### config.mk
export PLATFORM = sky130hd
export DESIGN_NAME = vregfile_flat
export DESIGN_NICKNAME = d
export VERILOG_FILES = /design/src/rtl/vregfile_if.sv /design/src/rtl/vregfile.sv /design/src/flat_wrapper.sv
export SDC_FILE = /design/constraint.sdc
export NUM_CORES = 2
export LEC_CHECK = 0
export CORE_MARGIN = 2
export CORE_UTILIZATION = 54
export CTS_CLUSTER_SIZE = 16
export DETAILED_ROUTE_END_ITERATION = 12
export PLACE_DENSITY = 0.74
export SYNTH_ARGS = -nofsm -noshare
export SYNTH_HDL_FRONTEND = slang
export SYNTH_SLANG_ARGS = --single-unit
### constraint.sdc
create_clock -name clk -period 12.83 [get_ports clk]
set_input_delay 3.849 -clock clk [delete_from_list [all_inputs] [get_ports clk]]
set_output_delay 3.849 -clock clk [all_outputs]
set_load 0.01 [all_outputs]
### src/rtl/vregfile_if.sv
// Bundle of the vregfile write, read and serial-load signals.
// The master side drives addresses/data/controls; the slave (the register file) returns read data and loader status.
interface vregfile_if #(
   parameter int WIDTH        = 24,
   parameter int ADDRESSWIDTH = 4,
   parameter int LANES        = 4,
   parameter int VADDRWIDTH   = 3
);
   localparam int LENW = $clog2(LANES) + 1;

   logic                    we3;
   logic                    isvector;
   logic                    vect_esc;
   logic [ADDRESSWIDTH-1:0] ra1;
   logic [ADDRESSWIDTH-1:0] ra2;
   logic [ADDRESSWIDTH-1:0] wa3;
   logic [WIDTH-1:0]        wd3;
   logic [WIDTH-1:0]        PC;
   logic [WIDTH-1:0]        rd1;
   logic [WIDTH-1:0]        rd2;
   logic [VADDRWIDTH-1:0]   vra1;
   logic [VADDRWIDTH-1:0]   vra2;
   logic [LANES*WIDTH-1:0]  vwd3;
   logic [LANES-1:0]        vmask;
   logic [LANES*WIDTH-1:0]  vrd1;
   logic [LANES*WIDTH-1:0]  vrd2;
   logic                    ld_start;
   logic [VADDRWIDTH-1:0]   ld_addr;
   logic [LENW-1:0]         ld_len;
   logic                    ld_valid;
   logic [WIDTH-1:0]        ld_data;
   logic                    ld_ready;
   logic                    ld_busy;
   logic                    ld_done;
   logic                    wr_conflict;

   modport master (
      output we3, isvector, vect_esc, ra1, ra2, wa3, wd3, PC,
      output vra1, vra2, vwd3, vmask,
      output ld_start, ld_addr, ld_len, ld_valid, ld_data,
      input  rd1, rd2, vrd1, vrd2, ld_ready, ld_busy, ld_done, wr_conflict
   );

   modport slave (
      input  we3, isvector, vect_esc, ra1, ra2, wa3, wd3, PC,
      input  vra1, vra2, vwd3, vmask,
      input  ld_start, ld_addr, ld_len, ld_valid, ld_data,
      output rd1, rd2, vrd1, vrd2, ld_ready, ld_busy, ld_done, wr_conflict
   );
endinterface

### src/rtl/vregfile.sv
// Scalar + vector register file (top scalar index aliases PC); combinational reads, writes on the clock edge.
// Serial loader streams elements into one vector register under ld_valid/ld_ready; ld_valid=0 simply stalls it.
module vregfile #(
   parameter int WIDTH        = 24,
   parameter int REGNUM       = 16,
   parameter int ADDRESSWIDTH = 4,
   parameter int LANES        = 4,
   parameter int VREGNUM      = 8,
   parameter int VADDRWIDTH   = 3
) (
   input  logic      clk,
   input  logic      reset,
   vregfile_if.slave bus
);
   localparam int LENW = $clog2(LANES) + 1;
   localparam int VW   = LANES * WIDTH;
   localparam logic [ADDRESSWIDTH-1:0] PC_IDX = ADDRESSWIDTH'(REGNUM - 1);

   typedef enum logic [1:0] {
      IDLE = 2'd0,
      LOAD = 2'd1,
      DONE = 2'd2
   } ld_state_t;

   logic [WIDTH-1:0]      r_sreg [REGNUM];
   logic [VW-1:0]         r_vreg [VREGNUM];

   ld_state_t             r_state;
   logic [VADDRWIDTH-1:0] r_ld_addr;
   logic [LENW-1:0]       r_len;
   logic [LENW-1:0]       r_idx;
   logic                  r_ld_ready;
   logic                  r_ld_busy;
   logic                  r_ld_done;

   logic [VADDRWIDTH-1:0] w_vwa;
   logic [LENW-1:0]       w_ld_len;
   logic                  w_swe;
   logic                  w_vreq;
   logic                  w_conflict;
   logic                  w_vwe;
   logic                  w_ld_we;
   logic [VW-1:0]         w_vnew;

   // Read ports: no bypass, so a same-cycle write is only visible after the edge.
   assign bus.rd1  = (bus.ra1 == PC_IDX) ? bus.PC : r_sreg[bus.ra1];
   assign bus.rd2  = (bus.ra2 == PC_IDX) ? bus.PC : r_sreg[bus.ra2];
   assign bus.vrd1 = r_vreg[bus.vra1];
   assign bus.vrd2 = r_vreg[bus.vra2];

   assign w_vwa      = bus.wa3[VADDRWIDTH-1:0];
   assign w_ld_len   = (bus.ld_len > LENW'(LANES)) ? LENW'(LANES) : bus.ld_len;
   assign w_swe      = bus.we3 && !bus.isvector && (bus.wa3 != PC_IDX);
   assign w_vreq     = bus.we3 && bus.isvector;
   // The loader owns its target register until it returns to IDLE.
   assign w_conflict = w_vreq && r_ld_busy && (w_vwa == r_ld_addr) && !reset;
   assign w_vwe      = w_vreq && !w_conflict;
   assign w_ld_we    = (r_state == LOAD) && bus.ld_valid;

   assign bus.ld_ready    = r_ld_ready;
   assign bus.ld_busy     = r_ld_busy;
   assign bus.ld_done     = r_ld_done;
   assign bus.wr_conflict = w_conflict;

   always_comb begin
      w_vnew = r_vreg[w_vwa];
      for (int i = 0; i < LANES; i++) begin
         if (bus.vmask[i]) begin
            w_vnew[i*WIDTH +: WIDTH] = bus.vect_esc ? bus.wd3 : bus.vwd3[i*WIDTH +: WIDTH];
         end
      end
   end

   always_ff @(posedge clk) begin
      if (reset) begin
         for (int i = 0; i < REGNUM; i++) r_sreg[i] <= '0;
         for (int i = 0; i < VREGNUM; i++) r_vreg[i] <= '0;
      end else begin
         if (w_swe) r_sreg[bus.wa3] <= bus.wd3;
         if (w_vwe) r_vreg[w_vwa] <= w_vnew;
         if (w_ld_we) r_vreg[r_ld_addr][int'(r_idx)*WIDTH +: WIDTH] <= bus.ld_data;
      end
   end

   always_ff @(posedge clk) begin
      if (reset) begin
         r_state    <= IDLE;
         r_ld_addr  <= '0;
         r_len      <= '0;
         r_idx      <= '0;
         r_ld_ready <= 1'b0;
         r_ld_busy  <= 1'b0;
         r_ld_done  <= 1'b0;
      end else begin
         case (r_state)
            IDLE: begin
               r_ld_done <= 1'b0;
               if (bus.ld_start) begin
                  r_ld_addr <= bus.ld_addr;
                  r_len     <= w_ld_len;
                  r_idx     <= '0;
                  r_ld_busy <= 1'b1;
                  if (w_ld_len == '0) begin
                     r_state   <= DONE;
                     r_ld_done <= 1'b1;
                  end else begin
                     r_state    <= LOAD;
                     r_ld_ready <= 1'b1;
                  end
               end
            end
            LOAD: begin
               if (bus.ld_valid) begin
                  r_idx <= r_idx + LENW'(1);
                  if (r_idx == r_len - LENW'(1)) begin
                     r_state    <= DONE;
                     r_ld_ready <= 1'b0;
                     r_ld_done  <= 1'b1;
                  end
               end
            end
            DONE: begin
               r_state   <= IDLE;
               r_ld_done <= 1'b0;
               r_ld_busy <= 1'b0;
            end
            default: begin
               r_state    <= IDLE;
               r_ld_ready <= 1'b0;
               r_ld_busy  <= 1'b0;
               r_ld_done  <= 1'b0;
            end
         endcase
      end
   end
endmodule

### src/flat_wrapper.sv
// flat-port wrapper written by rule: the top's interface ports become plain ports
module vregfile_flat 
#(
   parameter int WIDTH        = 24,
   parameter int REGNUM       = 16,
   parameter int ADDRESSWIDTH = 4,
   parameter int LANES        = 4,
   parameter int VREGNUM      = 8,
   parameter int VADDRWIDTH   = 3
)
  (clk, reset, bus_we3, bus_isvector, bus_vect_esc, bus_ra1, bus_ra2, bus_wa3, bus_wd3, bus_PC, bus_vra1, bus_vra2, bus_vwd3, bus_vmask, bus_ld_start, bus_ld_addr, bus_ld_len, bus_ld_valid, bus_ld_data, bus_rd1, bus_rd2, bus_vrd1, bus_vrd2, bus_ld_ready, bus_ld_busy, bus_ld_done, bus_wr_conflict);
  vregfile_if #(.WIDTH(WIDTH), .ADDRESSWIDTH(ADDRESSWIDTH), .LANES(LANES), .VADDRWIDTH(VADDRWIDTH)) bus_i ();
  input  logic clk;
  input  logic reset;
  input wire logic [$bits(bus_i.we3)-1:0] bus_we3;
  input wire logic [$bits(bus_i.isvector)-1:0] bus_isvector;
  input wire logic [$bits(bus_i.vect_esc)-1:0] bus_vect_esc;
  input wire logic [$bits(bus_i.ra1)-1:0] bus_ra1;
  input wire logic [$bits(bus_i.ra2)-1:0] bus_ra2;
  input wire logic [$bits(bus_i.wa3)-1:0] bus_wa3;
  input wire logic [$bits(bus_i.wd3)-1:0] bus_wd3;
  input wire logic [$bits(bus_i.PC)-1:0] bus_PC;
  input wire logic [$bits(bus_i.vra1)-1:0] bus_vra1;
  input wire logic [$bits(bus_i.vra2)-1:0] bus_vra2;
  input wire logic [$bits(bus_i.vwd3)-1:0] bus_vwd3;
  input wire logic [$bits(bus_i.vmask)-1:0] bus_vmask;
  input wire logic [$bits(bus_i.ld_start)-1:0] bus_ld_start;
  input wire logic [$bits(bus_i.ld_addr)-1:0] bus_ld_addr;
  input wire logic [$bits(bus_i.ld_len)-1:0] bus_ld_len;
  input wire logic [$bits(bus_i.ld_valid)-1:0] bus_ld_valid;
  input wire logic [$bits(bus_i.ld_data)-1:0] bus_ld_data;
  output wire logic [$bits(bus_i.rd1)-1:0] bus_rd1;
  output wire logic [$bits(bus_i.rd2)-1:0] bus_rd2;
  output wire logic [$bits(bus_i.vrd1)-1:0] bus_vrd1;
  output wire logic [$bits(bus_i.vrd2)-1:0] bus_vrd2;
  output wire logic [$bits(bus_i.ld_ready)-1:0] bus_ld_ready;
  output wire logic [$bits(bus_i.ld_busy)-1:0] bus_ld_busy;
  output wire logic [$bits(bus_i.ld_done)-1:0] bus_ld_done;
  output wire logic [$bits(bus_i.wr_conflict)-1:0] bus_wr_conflict;
  assign bus_i.we3 = bus_we3;
  assign bus_i.isvector = bus_isvector;
  assign bus_i.vect_esc = bus_vect_esc;
  assign bus_i.ra1 = bus_ra1;
  assign bus_i.ra2 = bus_ra2;
  assign bus_i.wa3 = bus_wa3;
  assign bus_i.wd3 = bus_wd3;
  assign bus_i.PC = bus_PC;
  assign bus_i.vra1 = bus_vra1;
  assign bus_i.vra2 = bus_vra2;
  assign bus_i.vwd3 = bus_vwd3;
  assign bus_i.vmask = bus_vmask;
  assign bus_i.ld_start = bus_ld_start;
  assign bus_i.ld_addr = bus_ld_addr;
  assign bus_i.ld_len = bus_ld_len;
  assign bus_i.ld_valid = bus_ld_valid;
  assign bus_i.ld_data = bus_ld_data;
  assign bus_rd1 = bus_i.rd1;
  assign bus_rd2 = bus_i.rd2;
  assign bus_vrd1 = bus_i.vrd1;
  assign bus_vrd2 = bus_i.vrd2;
  assign bus_ld_ready = bus_i.ld_ready;
  assign bus_ld_busy = bus_i.ld_busy;
  assign bus_ld_done = bus_i.ld_done;
  assign bus_wr_conflict = bus_i.wr_conflict;
  vregfile #(.WIDTH(WIDTH), .REGNUM(REGNUM), .ADDRESSWIDTH(ADDRESSWIDTH), .LANES(LANES), .VREGNUM(VREGNUM), .VADDRWIDTH(VADDRWIDTH)) u_core (.clk(clk), .reset(reset), .bus(bus_i));
endmodule
==> out/summary.txt <==
Net Sw Frac: 26.0%
Unique cell type count in the Yosys netlist: 88
Max Cap Viol: 0
Simple-Gate Fraction of Synth Area: 12.3%
First-pass GRT wire length: 364000 um
Ports: 447
Initial DRC Count: 8521
Vias in the first global route: 53.1k
Clk buf depth: 3
Max Slew Vio Count: 0
Lkg Pwr: 28.1 nW
Synth Area in Compound Gates: 6.96%
Port-buffer cells: 446
CTS tree: built
Clock-pin slew on the worst setup and hold paths: 0.06 ns
Synth top area share: 48.1%
Yosys reg bits: 1142
Initial antenna violation count: 27
Clock period minus final worst setup slack: 10.55 ns
Combinational share of power: 15.2%
Yosys top cell by area: edfxtp_1
Mapped Nets: 5623
Clk_lat worst skew: 0.75 ns
Area of the die: 0.133 mm^2
Total power: 9.55 mW
Final hold vios: 0
Syn_area_per_cell: 13.0 um^2
Ys flop type: edfxtp_1
Async set-reset flop share out of synthesis: 0%
Final non-filler cell total: 7533
Worst EP arrival: 6.70 ns
Final Cycle Share: 82.2%
HP Class: flip-flop to flip-flop
Worst-case vdd ir drop: 0.000147 V
Pre-CTS WS: 2.25 ns
Worst Path Required: 8.98 ns
Pint: 7.07 mW
Ranking of synthesized cells by area: edfxtp_1 (48%), mux4_2 (18%), mux2i_1 (6.6%)
Crit. End Element: primary output
Synthesis-to-layout area growth: 14.7%
Vias: 53.7k
Met1 Usage GRT: 45.4%
Yosys warns: 0
Power per cell area: 118 mW/mm^2
Via-to-Cell Ratio: 7.12
GP Congestion: 0.975
Grt total ovfl: 0
Nets@finish: 5881
GR Layer Usage met3: 13.9%
Setup slack after layout: 2.28 ns
Total GRT Usage: 38.3%
Worst Max-Slew Pin Slew: 1.50 ns
Die height: 365 um
Max_slew headroom: 0.0326%
DRC viols: 0
Busiest grt layer: met2
Clock power share: 39.2%
Routed Antenna Nets: 0
Footprint of the multi-input gates: 0.0342 mm^2
RSZ-0062 raised after global routing: false
Synth Instances: 5412
Synth Area in Adders: 0.153%
Seq/Total Area, Yosys: 48.5%
Hold_buf cts: 0
NetSw: 2.48 mW
Total clock sinks: 1142
Share of layout cells above drive strength 1: 23.0%
H-tree Lvls: 3
CP max FO: 54
Starting Density: 54.4%
Largest family of logic cells by synthesized area: multiplexers
Die Width: 365 um
Commonest non-fill, non-tap cell in the layout: edfxtp_1
Startpoint Class: input port
CTS buffer count: 121
Detail Placement HPWL: 169000 um
DR pass1 iterations: 8
EDFF count, synth: 1128
Core area: 0.129 mm^2
Std cell rows: 132
Mean routed wirelength per cell: 34.2 um
Setup bufs post-CTS: 0
Clock root buffer: clkbuf_16
Cts repair resizes: 0
Total routed wirelength: 258000 um
Placed cell count: 7289
GR Layer Usage met2: 58.2%
Synth Area in XOR/XNOR: 0.206%
Status: finished, final reports clean
Fill count: 9739
Reg power frac: 45.6%
Crit Path Class: input port to primary output
Setup Skew: 0.0264 ns
Register Area: 0.0342 mm^2
Commonest non-fill, non-tap cells in the layout: edfxtp_1 (1128), nand2_1 (735), mux4_2 (576)
Fmax: 0.0948 GHz
Pin count of the biggest net entering global routing: 85
Synthesized area: 0.0704 mm^2
Post-synthesis mux area share: 28.6%
Final Setup Violations: 0
Setup TNS: 0 ns
per-layer routing:
layer | routed length, um | share of wire [%]
met1 | 81800 | 32
met4 | 20200 | 7.8
met5 | 433 | 0.17
met3 | 38800 | 15
met2 | 116000 | 45
final timing paths:
kind | cells past startpoint | start | slack (ns) | endpoint
hold reg to reg | 2 | u_core.r_len[1] | 0.49 | u_core.r_len[1]
hold / removal | 2 | u_core.r_len[1] | 0.49 | u_core.r_len[1]
setup / recovery | 6 | bus_ra1[0] | 2.28 | bus_rd1[17]
setup reg to reg | 8 | u_core.r_idx[2] | 6.33 | u_core.r_vreg[1][71]
logic make-up after synthesis:
family	Yosys count
adder cells (fa/ha/maj)	8
AND/OR/NAND/NOR	1695
XOR/XNOR	14
buffers and inverters	546
AO/OA/AOI/OAI	745
flip-flops	1142
multiplexers	1262
synth_stat cells (12+ instances only):
| cell type | n |
|---|---|
| a21boi_1 | 19 |
| a21oi_1 | 35 |
| a22oi_1 | 16 |
| a32oi_1 | 19 |
| and2_1 | 363 |
| and3_1 | 20 |
| buf_1 | 24 |
| buf_2 | 156 |
| buf_4 | 12 |
| clkbuf_1 | 281 |
| dfxtp_1 | 14 |
| edfxtp_1 | 1128 |
| inv_1 | 70 |
| mux2_2 | 225 |
| mux2i_1 | 461 |
| mux4_2 | 576 |
| nand2_1 | 735 |
| nand2b_1 | 40 |
| nand3_1 | 239 |
| nand3b_1 | 12 |
| nand4_1 | 35 |
| nor2_1 | 70 |
| nor3_1 | 21 |
| nor3_2 | 50 |
| o21a_1 | 50 |
| o21ai_0 | 294 |
| o21ai_1 | 66 |
| o22a_1 | 23 |
| o31ai_1 | 131 |
| or2_2 | 17 |
| or3_1 | 36 |
area by class of cell:
| class | count | area share, % |
|---|---|---|
| Multi-Input combinational cell | 3724 | 42.3 |
| Sequential cell | 1142 | 42.3 |
| Timing Repair Buffer | 611 | 7.20 |
| Clock buffer | 149 | 3.99 |
| Tap cell | 1742 | 2.70 |
| Clock inverter | 78 | 1.12 |
| Inverter | 70 | 0.325 |
| Antenna cell | 17 | 0.0527 |
critical path, stage by stage:
cell             delay, ns
buf_6                 0.53
buf_4                 0.56
mux4_2                0.57
mux4_2                0.52
o21a_1                0.13
clkdlybuf4s50_1       0.47
per-stage QoR:
| stage | util [%] | hold slack [ns] | instance area [um^2] |
|---|---|---|---|
| floorplan | - | 0.432 | 70400 |
| global placement | 59.1 | 0.447 | 76600 |
| detailed placement | 59.1 | 0.477 | 76600 |
| CTS | 62.3 | 0.484 | 80700 |
| global route | 62.3 | 0.514 | 80700 |
| finish | 62.4 | 0.493 | 80800 |
flip-flops by register name, indices dropped and copies added, names as in the netlist:
register and count:
u_core.bus.ld_busy 1, u_core.r_ld_addr 3, u_core.r_len 3, u_core.bus.ld_ready 1, u_core.bus.ld_done 1, u_core.r_state 2
u_core.r_idx 3, u_core.r_sreg 360, u_core.r_vreg 768
power groups by stage:
stage	sequential, mW	combinational (mW)	clock (mW)
2_1_floorplan	4.38	0.804	0
3_3_place_gp	4.41	1.40	0
3_5_place_dp	4.42	1.42	0
4_1_cts	4.34	1.42	3.71
5_1_grt	4.36	1.50	3.87
6_report	4.35	1.45	3.74
(Power assumes the default switching activity.)
